**src/rtl/fifo_pkt_pkg.sv**
```systemverilog
`default_nettype none
// fifo_pkt_pkg: shared state encoding, buffer entry type and constants for fifo_pkt_reader (rev 1.0)
package fifo_pkt_pkg;

  localparam int DWIDTH_DEF = 8;
  localparam int OBUF_DEPTH = 2;
  localparam int PKTCNT_W   = 16;

  typedef enum logic [1:0] {
    ST_IDLE    = 2'd0,
    ST_PAYLOAD = 2'd1,
    ST_CHK     = 2'd2
  } state_t;

  typedef struct packed {
    logic [DWIDTH_DEF-1:0] data;
    logic                  sop;
    logic                  eop;
    logic                  err;
  } obuf_entry_t;

endpackage
`default_nettype wire

```
**src/rtl/fifo_pkt_obuf.sv**
```systemverilog
`default_nettype none
// fifo_pkt_obuf: 2-entry valid/ready output buffer, head register drives the outputs (rev 1.0)
module fifo_pkt_obuf
  import fifo_pkt_pkg::*;
(
  input  logic        rclk,
  input  logic        reset_L,
  input  logic        wr_en,
  input  obuf_entry_t wr_entry,
  input  logic        wr_pend,
  input  logic        rd_ready,
  input  logic        chk_done,
  input  logic        chk_err,
  output logic        valid,
  output obuf_entry_t head,
  output logic [1:0]  count
);

  obuf_entry_t r_head, r_tail, n_head, n_tail;
  logic        r_head_pend, r_tail_pend, n_head_pend, n_tail_pend;
  logic [1:0]  r_count, n_count;
  logic        w_rd;

  // A pending entry is an eop word still waiting for its checksum verdict.
  assign valid = (r_count != 2'd0) && !r_head_pend;
  assign head  = r_head;
  assign count = r_count;
  assign w_rd  = valid && rd_ready;

  always_comb begin
    n_head      = r_head;
    n_tail      = r_tail;
    n_head_pend = r_head_pend;
    n_tail_pend = r_tail_pend;
    n_count     = r_count;
    case ({wr_en, w_rd})
      2'b10: begin
        if (r_count == 2'd0) begin
          n_head      = wr_entry;
          n_head_pend = wr_pend;
        end else begin
          n_tail      = wr_entry;
          n_tail_pend = wr_pend;
        end
        n_count = r_count + 2'd1;
      end
      2'b01: begin
        if (r_count == 2'd2) begin
          n_head      = r_tail;
          n_head_pend = r_tail_pend;
        end else begin
          n_head      = '0;
          n_head_pend = 1'b0;
        end
        n_tail_pend = 1'b0;
        n_count     = r_count - 2'd1;
      end
      2'b11: begin
        if (r_count == 2'd1) begin
          n_head      = wr_entry;
          n_head_pend = wr_pend;
        end else begin
          n_head      = r_tail;
          n_head_pend = r_tail_pend;
          n_tail      = wr_entry;
          n_tail_pend = wr_pend;
        end
      end
      default: ;
    endcase
    if (chk_done) begin
      if (n_head_pend) begin
        n_head_pend = 1'b0;
        n_head.err  = chk_err;
      end
      if (n_tail_pend) begin
        n_tail_pend = 1'b0;
        n_tail.err  = chk_err;
      end
    end
  end

  always_ff @(posedge rclk or negedge reset_L) begin
    if (!reset_L) begin
      r_head      <= '0;
      r_tail      <= '0;
      r_head_pend <= 1'b0;
      r_tail_pend <= 1'b0;
      r_count     <= 2'd0;
    end else begin
      r_head      <= n_head;
      r_tail      <= n_tail;
      r_head_pend <= n_head_pend;
      r_tail_pend <= n_tail_pend;
      r_count     <= n_count;
    end
  end

endmodule
`default_nettype wire

```
**src/rtl/fifo_pkt_reader.sv**
```systemverilog
`default_nettype none
// fifo_pkt_reader: parses length-prefixed packets from the async FIFO read port into a sop/eop stream (rev 1.0)
// Optional trailing XOR checksum word and out_err port when FIFO_PKT_READER_CHECKSUM_EN is defined.
module fifo_pkt_reader #(
  parameter int DWIDTH     = 8,
  parameter int OBUF_DEPTH = 2
) (
  input  logic              rclk,
  input  logic              reset_L,
  input  logic              empty,
  input  logic [DWIDTH-1:0] rdata,
  output logic              pop,
  output logic              out_valid,
  input  logic              out_ready,
  output logic [DWIDTH-1:0] out_data,
  output logic              out_sop,
  output logic              out_eop,
`ifdef FIFO_PKT_READER_CHECKSUM_EN
  output logic              out_err,
`endif
  output logic              busy,
  output logic [15:0]       pkt_cnt
);
  import fifo_pkt_pkg::*;

  localparam logic [1:0] OBUF_FULL = 2'(OBUF_DEPTH);

  state_t            r_state;
  logic [DWIDTH-1:0] r_remaining;
  logic              r_first;
  logic [15:0]       r_pkt_cnt;

  obuf_entry_t w_wr_entry, w_head;
  logic [1:0]  w_count;
  logic        w_space, w_xfer, w_last, w_wr, w_pend, w_chk_done, w_chk_err;

  assign w_space = (w_count < OBUF_FULL) || (out_valid && out_ready);
  assign w_xfer  = pop;
  assign w_last  = (r_remaining == DWIDTH'(1));
  assign w_wr    = w_xfer && (r_state == ST_PAYLOAD);

  always_comb begin
    pop = 1'b0;
    case (r_state)
      ST_IDLE:    pop = !empty;
      ST_PAYLOAD: pop = !empty && w_space;
`ifdef FIFO_PKT_READER_CHECKSUM_EN
      ST_CHK:     pop = !empty;
`endif
      default:    pop = 1'b0;
    endcase
  end

  always_comb begin
    w_wr_entry      = '0;
    w_wr_entry.data = rdata;
    w_wr_entry.sop  = r_first;
    w_wr_entry.eop  = w_last;
  end

`ifdef FIFO_PKT_READER_CHECKSUM_EN
  logic [DWIDTH-1:0] r_xor;
  // The eop word waits in the buffer until the checksum word arrives.
  assign w_pend     = w_last;
  assign w_chk_done = w_xfer && (r_state == ST_CHK);
  assign w_chk_err  = (rdata != r_xor);
  assign out_err    = w_head.err;
`else
  logic unused_err;
  assign w_pend     = 1'b0;
  assign w_chk_done = 1'b0;
  assign w_chk_err  = 1'b0;
  assign unused_err = w_head.err;
`endif

  always_ff @(posedge rclk or negedge reset_L) begin
    if (!reset_L) begin
      r_state     <= ST_IDLE;
      r_remaining <= '0;
      r_first     <= 1'b0;
      r_pkt_cnt   <= '0;
`ifdef FIFO_PKT_READER_CHECKSUM_EN
      r_xor       <= '0;
`endif
    end else if (w_xfer) begin
      case (r_state)
        ST_IDLE: begin
          if (rdata == '0) begin
            r_pkt_cnt <= r_pkt_cnt + 16'd1;
          end else begin
            r_remaining <= rdata;
            r_first     <= 1'b1;
            r_state     <= ST_PAYLOAD;
`ifdef FIFO_PKT_READER_CHECKSUM_EN
            r_xor       <= '0;
`endif
          end
        end
        ST_PAYLOAD: begin
          r_remaining <= r_remaining - DWIDTH'(1);
          r_first     <= 1'b0;
`ifdef FIFO_PKT_READER_CHECKSUM_EN
          r_xor       <= r_xor ^ rdata;
          if (w_last) r_state <= ST_CHK;
`else
          if (w_last) begin
            r_pkt_cnt <= r_pkt_cnt + 16'd1;
            r_state   <= ST_IDLE;
          end
`endif
        end
`ifdef FIFO_PKT_READER_CHECKSUM_EN
        ST_CHK: begin
          r_pkt_cnt <= r_pkt_cnt + 16'd1;
          r_state   <= ST_IDLE;
        end
`endif
        default: r_state <= ST_IDLE;
      endcase
    end
  end

  fifo_pkt_obuf u_obuf (
    .rclk     (rclk),
    .reset_L  (reset_L),
    .wr_en    (w_wr),
    .wr_entry (w_wr_entry),
    .wr_pend  (w_pend),
    .rd_ready (out_ready),
    .chk_done (w_chk_done),
    .chk_err  (w_chk_err),
    .valid    (out_valid),
    .head     (w_head),
    .count    (w_count)
  );

  assign out_data = w_head.data;
  assign out_sop  = w_head.sop;
  assign out_eop  = w_head.eop;
  assign busy     = (r_state == ST_PAYLOAD) || (w_count != 2'd0);
  assign pkt_cnt  = r_pkt_cnt;

endmodule
`default_nettype wire

```
**config.mk**
```make
export PLATFORM = sky130hd
export DESIGN_NAME = fifo_pkt_reader
export DESIGN_NICKNAME = d
export VERILOG_FILES = /design/src/rtl/fifo_pkt_pkg.sv /design/src/rtl/fifo_pkt_obuf.sv /design/src/rtl/fifo_pkt_reader.sv
export SDC_FILE = /design/constraint.sdc
export NUM_CORES = 1
export LEC_CHECK = 0
export ABC_AREA = 1
export BUFFER_PORTS_ARGS = -buffer_cell sky130_fd_sc_hd__buf_2
export CAP_MARGIN = 25
export CORE_ASPECT_RATIO = 0.5
export CORE_MARGIN = 4
export CORE_UTILIZATION = 45
export CTS_CLUSTER_DIAMETER = 60
export DETAILED_ROUTE_END_ITERATION = 12
export GPL_ROUTABILITY_DRIVEN = 0
export PLACE_DENSITY_LB_ADDON = 0.08
export SYNTH_ARGS = -nofsm -noshare
export SYNTH_HDL_FRONTEND = slang
export SYNTH_SLANG_ARGS = --single-unit
```
**constraint.sdc**
```tcl
create_clock -name rclk -period 2.1 [get_ports rclk]
set_input_delay 0 -clock rclk [delete_from_list [all_inputs] [get_ports rclk]]
set_output_delay 0 -clock rclk [all_outputs]
set_load 0.02 [all_outputs]
```
==> run_results.csv, run 1 <==
group,metric,value,unit
run_status,status,"completed",
clock_tree,cts_buffers,5,
final_layout,multi_input_area,1468,um2
final_layout,n_fill_cell,605,
logic_synthesis,synthesis.nets,407,
critical_path,rr_endpoint,"u_obuf.r_tail[2]",
worst_hold_path,hold_start,"rdata[1]",
critical_path,ff2ff_path_depth,14,
detailed_routing,drc_errors,0,
sta,worst_slew_pin_slew,0.6913,ns
sta,fin_crit_sh,0.9420,
grt,grt_start_max_net_pins,31,
logic_synthesis,synthAdderAreaFrac,0.03942,
critical_path,slowest_delay,0.39,ns
floorplanning,dieArea,7764,um2
critical_path,rrSetupSlack,0.12,ns
clock_tree,cts_tree,"done",
critical_path,cp.arrival,2.15,ns
critical_path,critPathLaunch,"u_obuf.count[0]",
logic_synthesis,syn_area_per_cell,7.400,um2
sta,slew_viol_final,0,
detailed_routing,vias,2536,
critical_path,crit_chain,"inv_2, ha_4, inv_2, nand2_4, nand2_1, nand3_2, inv_2, ha_1, nand2_1, o211ai_1, buf_4, clkdlybuf4s15_2, nand2_1, o21ai_0",
clock_tree,clockRootBuffer,"clkbuf_16",
clock_tree,h-tree-depth,2,
detailed_routing,vias_per_cell,4.821,
grt,grt_first_pass_wirelength,11160,um
detailed_routing,drt_first_pass_iters,4,
logic_synthesis,syn_inst,386,
logic_synthesis,synth_top_family_by_area,"simple AND/OR/NAND/NOR gates",
logic_synthesis,synth_simple_gate_area_frac,0.3649,
detailed_routing,routedWlPerCell,12.64,um
grt,antenna_found_initial,0,
final_layout,areaGrowthSynthToFinish,18.22,%
floorplanning,start_util,0.4678,
critical_path,worstSetupPathType,"reg -> reg",
critical_path,critical_path_depth,14,
logic_synthesis,synth-xor-area-share,0.03373,
logic_synthesis,netlist_area,2856,um2
grt,grt_pass1_vias,2314,
flow_run,timing.max_cap.violations,0,
floorplanning,dieWidth,120.7,um
detailed_routing,drtAntennaViolNets,0,
floorplanning,row_count,20,
power_and_ir_drop,p_leak,0.001772,uW
critical_path,cp_top_family,"buffers and inverters",
critical_path,crit_buf_inv,5,
worst_hold_path,hold_class,"in -> reg",
final_layout,nets,458,
floorplanning,io_pins,41,
sta,slew_headroom,0.5392,
grt,gr-total-overflow,0,
critical_path,cp.required,2.27,ns
floorplanning,die_h,64.34,um
clock_tree,clkLatencyLatePin,0.29,ns
floorplanning,core-area,6106,um2
clock_tree,path_clk_slew,0.06,ns
critical_path,timing.rr.start,"u_obuf.count[0]",
placement,dp_hpwl,4857,um
final_layout,register_area,1201,um2
sta,finalHoldViolCount,0,
placement,io_buffers,40,
critical_path,cp-endpoint,"u_obuf.r_tail[2]",
critical_path,worstSetupStartpointType,"flop",
sta,hold_ws,0.01139,ns
sta,fin_worst_skew,0.003255,ns
logic_synthesis,ys_seq_area_frac,0.4205,
power_and_ir_drop,power.density,1258,nW/um2
sta,finalCriticalPeriod,1.978,ns
detailed_routing,drtIter0Drc,203,
power_and_ir_drop,ir_drop,0.5414,mV
critical_path,critical-path-slowest-cell,"dfrtp_1",
final_layout,diodes,0,
logic_synthesis,yosysWarnings,0,
grt,grtUsageTotal,0.1801,
detailed_routing,finalWirelength,6650,um
clock_tree,cts_sinks,48,
sta,finalSetupViolations,0,
logic_synthesis,synth_seq_cells,48,
final_layout,drive_above_1_share,0.2146,
critical_path,end_kind,"flop",
sta,fmax,505.5,MHz
sta,totalNegativeSetupSlack,0,ns
clock_tree,clockBufferDepth,2,
logic_synthesis,synthMuxAreaShare,0,
logic_synthesis,ys_types,29,
logic_synthesis,synth_compound_area_frac,0.06877,
critical_path,path_max_fanout,5,
[cell usage in the layout (no fill, tap or decap), types with 6 or more instances in the layout]
master / n
ha_1: 8
nand3_2: 6
nand3_1: 26
nand2_1: 162
buf_2: 40
nand2_2: 7
buf_4: 10
o21ai_0: 23
inv_1: 27
dfrtp_1: 48
inv_2: 8
xnor2_1: 8
nor2_1: 25
[timing repair]
item	in CTS	in global routing
hold buffers	1	0
setup endpoints to repair	0	20
resized for setup	0	9
setup buffers	0	2
endpoints found under the hold margin	28	0
[through the flow]
| stage | instance area, um2 | instances | total power (uW) | utilization | setup WS, ns |
|---|---|---|---|---|---|
| 5_1_grt | 3377 | 526 | 4608 | 0.5531 | -0.0001048 |
| 3_5_place_dp | 3163 | 513 | 3312 | 0.5180 | 0.07107 |
| 4_1_cts | 3319 | 522 | 4148 | 0.5436 | 0.04755 |
| 6_report | 3377 | 526 | 4249 | 0.5531 | 0.1219 |
| 3_3_place_gp | 3163 | 513 | 3271 | 0.5180 | 0.1583 |
| 2_1_floorplan | 2856 | 386 | 2817 | - | 0.1228 |
[how the worst min path moves through the flow]
stage	end	cells after the start
floorplan	pkt_cnt[0]	0
global placement	pkt_cnt[15]	1
detailed placement	pkt_cnt[8]	1
CTS	u_obuf.r_tail[4]	3
global route	u_obuf.r_tail[3]	3
finish	u_obuf.r_tail[4]	3
[Yosys cell counts, drive strengths merged]
| library cell | number | area share |
|---|---|---|
| nor2 | 29 | 0.043 |
| clkbuf | 2 | 0.0026 |
| o21ai | 27 | 0.055 |
| nand4 | 5 | 0.011 |
| dfrtp | 48 | 0.42 |
| nand2 | 172 | 0.24 |
| inv | 37 | 0.050 |
| a21oi | 4 | 0.0083 |
| nand3 | 32 | 0.067 |
| nor3 | 1 | 0.0018 |
| xor2 | 3 | 0.0092 |
| ha | 9 | 0.039 |
| o211ai | 1 | 0.0026 |
| buf | 7 | 0.020 |
| a22oi | 1 | 0.0026 |
| xnor2 | 8 | 0.025 |
[worst min-delay path: stages]
cell     delay (ns)
buf_2          0.13
inv_1          0.05
o21ai_0        0.07
[where the power goes]
part	leakage, uW	switching, uW	internal [uW]	total [uW]
combinational	0.00108	1210	730	1940
sequential	0.000618	257	1240	1500
clock	0.0000712	336	476	812
total	0.00177	1800	2450	4250
[cells by family after synthesis]
group           count (synthesis)
simple gates                  239
flops                          48
buf+inv                        46
compound gates                 33
xor+xnor                       11
fa+ha+maj                       9
[registers in the layout (all words and copies together), names as in the netlist]
signal	flops
pkt_cnt	16
r_state	1
r_first	1
u_obuf.head	10
u_obuf.r_tail	10
u_obuf.count	2
r_remaining	8
[cell type report]
class,count,share of cell area
multi-input combinational,292,0.4346
tap,88,0.03260
inverter,37,0.04261
timing repair buffer,53,0.09114
clock buffer,8,0.04335
sequential,48,0.3557
[per-layer routing]
metal | GRT usage | share of wire | up-vias
li1 | - | - | 1316
met1 | 0.2507 | 0.50 | 1169
met2 | 0.2821 | 0.45 | 44
met3 | 0.04951 | 0.047 | 7
met4 | 0.03814 | 0.0080 | 0
met5 | 0 | 0 | -
No activity file was read; power rests on OpenSTA's default activity.
==> inputs of run 2 (changes only) <==
- PLACE_DENSITY: not set -> 0.65
- PLACE_DENSITY_LB_ADDON: 0.08 -> not set
==> run 2 against run 1 <==
Effect of this change:
- maximum frequency is 1.2% lower
- largest cell class unchanged
- first-iteration DRC count is 22% lower
- critical path type unchanged
- highest routed layer unchanged
- utilization is 0.29 points higher
==> run_results.csv, run 2 (same netlist as run 1, synthesis figures left out) <==
group,metric,value,unit
clock_tree,path_clk_slew,0.06,ns
critical_path,slowest_delay,0.40,ns
final_layout,largest_reg_flops,16,
placement,io_buffers,40,
sta,totalNegativeSetupSlack,0,ns
sta,fmax,499.7,MHz
floorplanning,dieWidth,120.7,um
sta,fin_worst_skew,0.001862,ns
placement,dp_hpwl,4897,um
sta,finalSetupViolations,0,
critical_path,cp-endpoint,"u_obuf.r_tail[8]",
sta,slew_viol_final,0,
clock_tree,clockBufferDepth,2,
clock_tree,clkLatencyLatePin,0.29,ns
floorplanning,io_pins,41,
power_and_ir_drop,p_leak,0.001781,uW
final_layout,most-common-layout-cells,"nand2_1 (162), dfrtp_1 (48), buf_2 (40), inv_1 (27), nand3_1 (26)",
final_layout,areaGrowthSynthToFinish,18.84,%
detailed_routing,drt_first_pass_iters,4,
clock_tree,cts_buffers,5,
detailed_routing,vias,2572,
critical_path,cp.arrival,2.17,ns
grt,antenna_found_initial,0,
sta,worst_slew_pin_slew,0.4475,ns
critical_path,rrSetupSlack,0.1,ns
sta,finalHoldViolCount,0,
critical_path,critical-path-slowest-cell,"o211ai_1",
grt,grt_start_max_net_pins,26,
clock_tree,h-tree-depth,2,
detailed_routing,vias_per_cell,4.899,
clock_tree,clockRootBuffer,"clkbuf_16",
final_layout,nets,459,
final_layout,fin_util,0.5559,
final_layout,final_cell_count_no_fill,525,
final_layout,drive_above_1_share,0.2197,
sta,slew_headroom,0.7017,
worst_hold_path,hold_class,"in -> reg",
flow_run,timing.max_cap.violations,0,
critical_path,timing.rr.start,"u_obuf.count[1]",
critical_path,worstSetupStartpointType,"flop",
detailed_routing,drc_errors,0,
sta,fin_crit_sh,0.9530,
floorplanning,row_count,20,
final_layout,layout_commonest_cell,"nand2_1",
critical_path,rr_endpoint,"u_obuf.r_tail[8]",
critical_path,worstSetupPathType,"reg -> reg",
detailed_routing,drtIter0Drc,159,
power_and_ir_drop,total_power,4341,uW
power_and_ir_drop,power.density,1279,nW/um2
detailed_routing,routedWlPerCell,12.95,um
detailed_routing,drtAntennaViolNets,0,
power_and_ir_drop,ir_drop,0.4711,mV
grt,grtUsageTotal,0.1798,
clock_tree,cts_tree,"done",
sta,finalCriticalPeriod,2.001,ns
grt,grt_first_pass_wirelength,11220,um
critical_path,critPathLaunch,"u_obuf.count[1]",
floorplanning,core-area,6106,um2
grt,gr-total-overflow,0,
critical_path,ff2ff_path_depth,9,
critical_path,cp.required,2.27,ns
detailed_routing,finalWirelength,6799,um
final_layout,diodes,0,
run_status,status,"completed",
placement,placedCellCount,512,
floorplanning,dieArea,7764,um2
floorplanning,die_h,64.34,um
clock_tree,cts_sinks,48,
sta,hold_ws,0.002077,ns
grt,grt_pass1_vias,2406,
critical_path,crit_chain,"inv_2, ha_4, inv_2, nand2_4, buf_4, ha_1, o211ai_1, buf_4, o21ai_0",
floorplanning,start_util,0.4678,
critical_path,path_max_fanout,13,
critical_path,end_kind,"flop",
run 2: changes by cell type in the layout (fill, tap and decap cells not counted):
| cell | before | now |
|---|---|---|
| a22oi_1 | 1 | 0 |
| clkbuf_8 | 1 | 0 |
| a22oi_2 | 0 | 1 |
| clkdlybuf4s15_2 | 1 | 0 |
| clkbuf_1 | 2 | 0 |
| bufinv_16 | 0 | 1 |
| buf_4 | 10 | 12 |
run 2: critical path, delay by kind of cell, from the launching register on:
kind / cells / cell delay [ns]
buf+inv: 4 / 0.56
compound gates: 2 / 0.49
fa+ha+maj: 2 / 0.40
flops: 1 / 0.38
simple gates: 1 / 0.05
run 2: timing repair:
item,CTS,global route
setup buffers,0,3
endpoints found under the hold margin,48,0
pin swaps,0,1
hold buffers,1,0
gates cloned,0,3
gates resized for setup,1,12
setup endpoints to repair,3,20
run 2: cell type report:
class                      instances  area (um2)
tap                               88       110.1
sequential                        48        1201
clock buffer                       5       125.1
fill                             591        2711
inverter                          37       143.9
timing repair buffer              54       311.5
multi-input combinational        292        1473
clock inverter                     1       30.03
run 2: per-layer routing:
metal / wire length [um] / GRT usage
met1: 3246 / 0.2356
met2: 3215 / 0.2981
met3: 284 / 0.03802
met4: 53 / 0.05932
met5: 0 / 0
run 2: how the worst min path moves through the flow:
stage | slack, ns | cells after the start | start | end
after CTS | 0.002 | 3 | rdata[1] | u_obuf.r_tail[4]
after global placement | -0.19 | 1 | reset_L | pkt_cnt[5]
after detailed placement | -0.19 | 1 | reset_L | pkt_cnt[2]
after global routing | 0.01 | 3 | rdata[0] | u_obuf.r_tail[3]
after floorplan | -0.30 | 0 | reset_L | pkt_cnt[0]
final | 0.002 | 3 | rdata[1] | u_obuf.r_tail[4]
run 2: stage by stage:
stage | worst slack (ns) | instance area (um2)
finish | 0.09879 | 3395
global route | -0.04329 | 3395
CTS | 0.05081 | 3326
detailed placement | 0.004168 | 3156
global placement | 0.1236 | 3156
floorplan | 0.1228 | 2856
run 2: where the power goes:
| group | switching, uW | internal (uW) | total, uW | leakage, uW |
|---|---|---|---|---|
| sequential | 262 | 1240 | 1510 | 0.000618 |
| combinational | 1210 | 740 | 1950 | 0.00109 |
| clock | 340 | 549 | 888 | 0.0000757 |
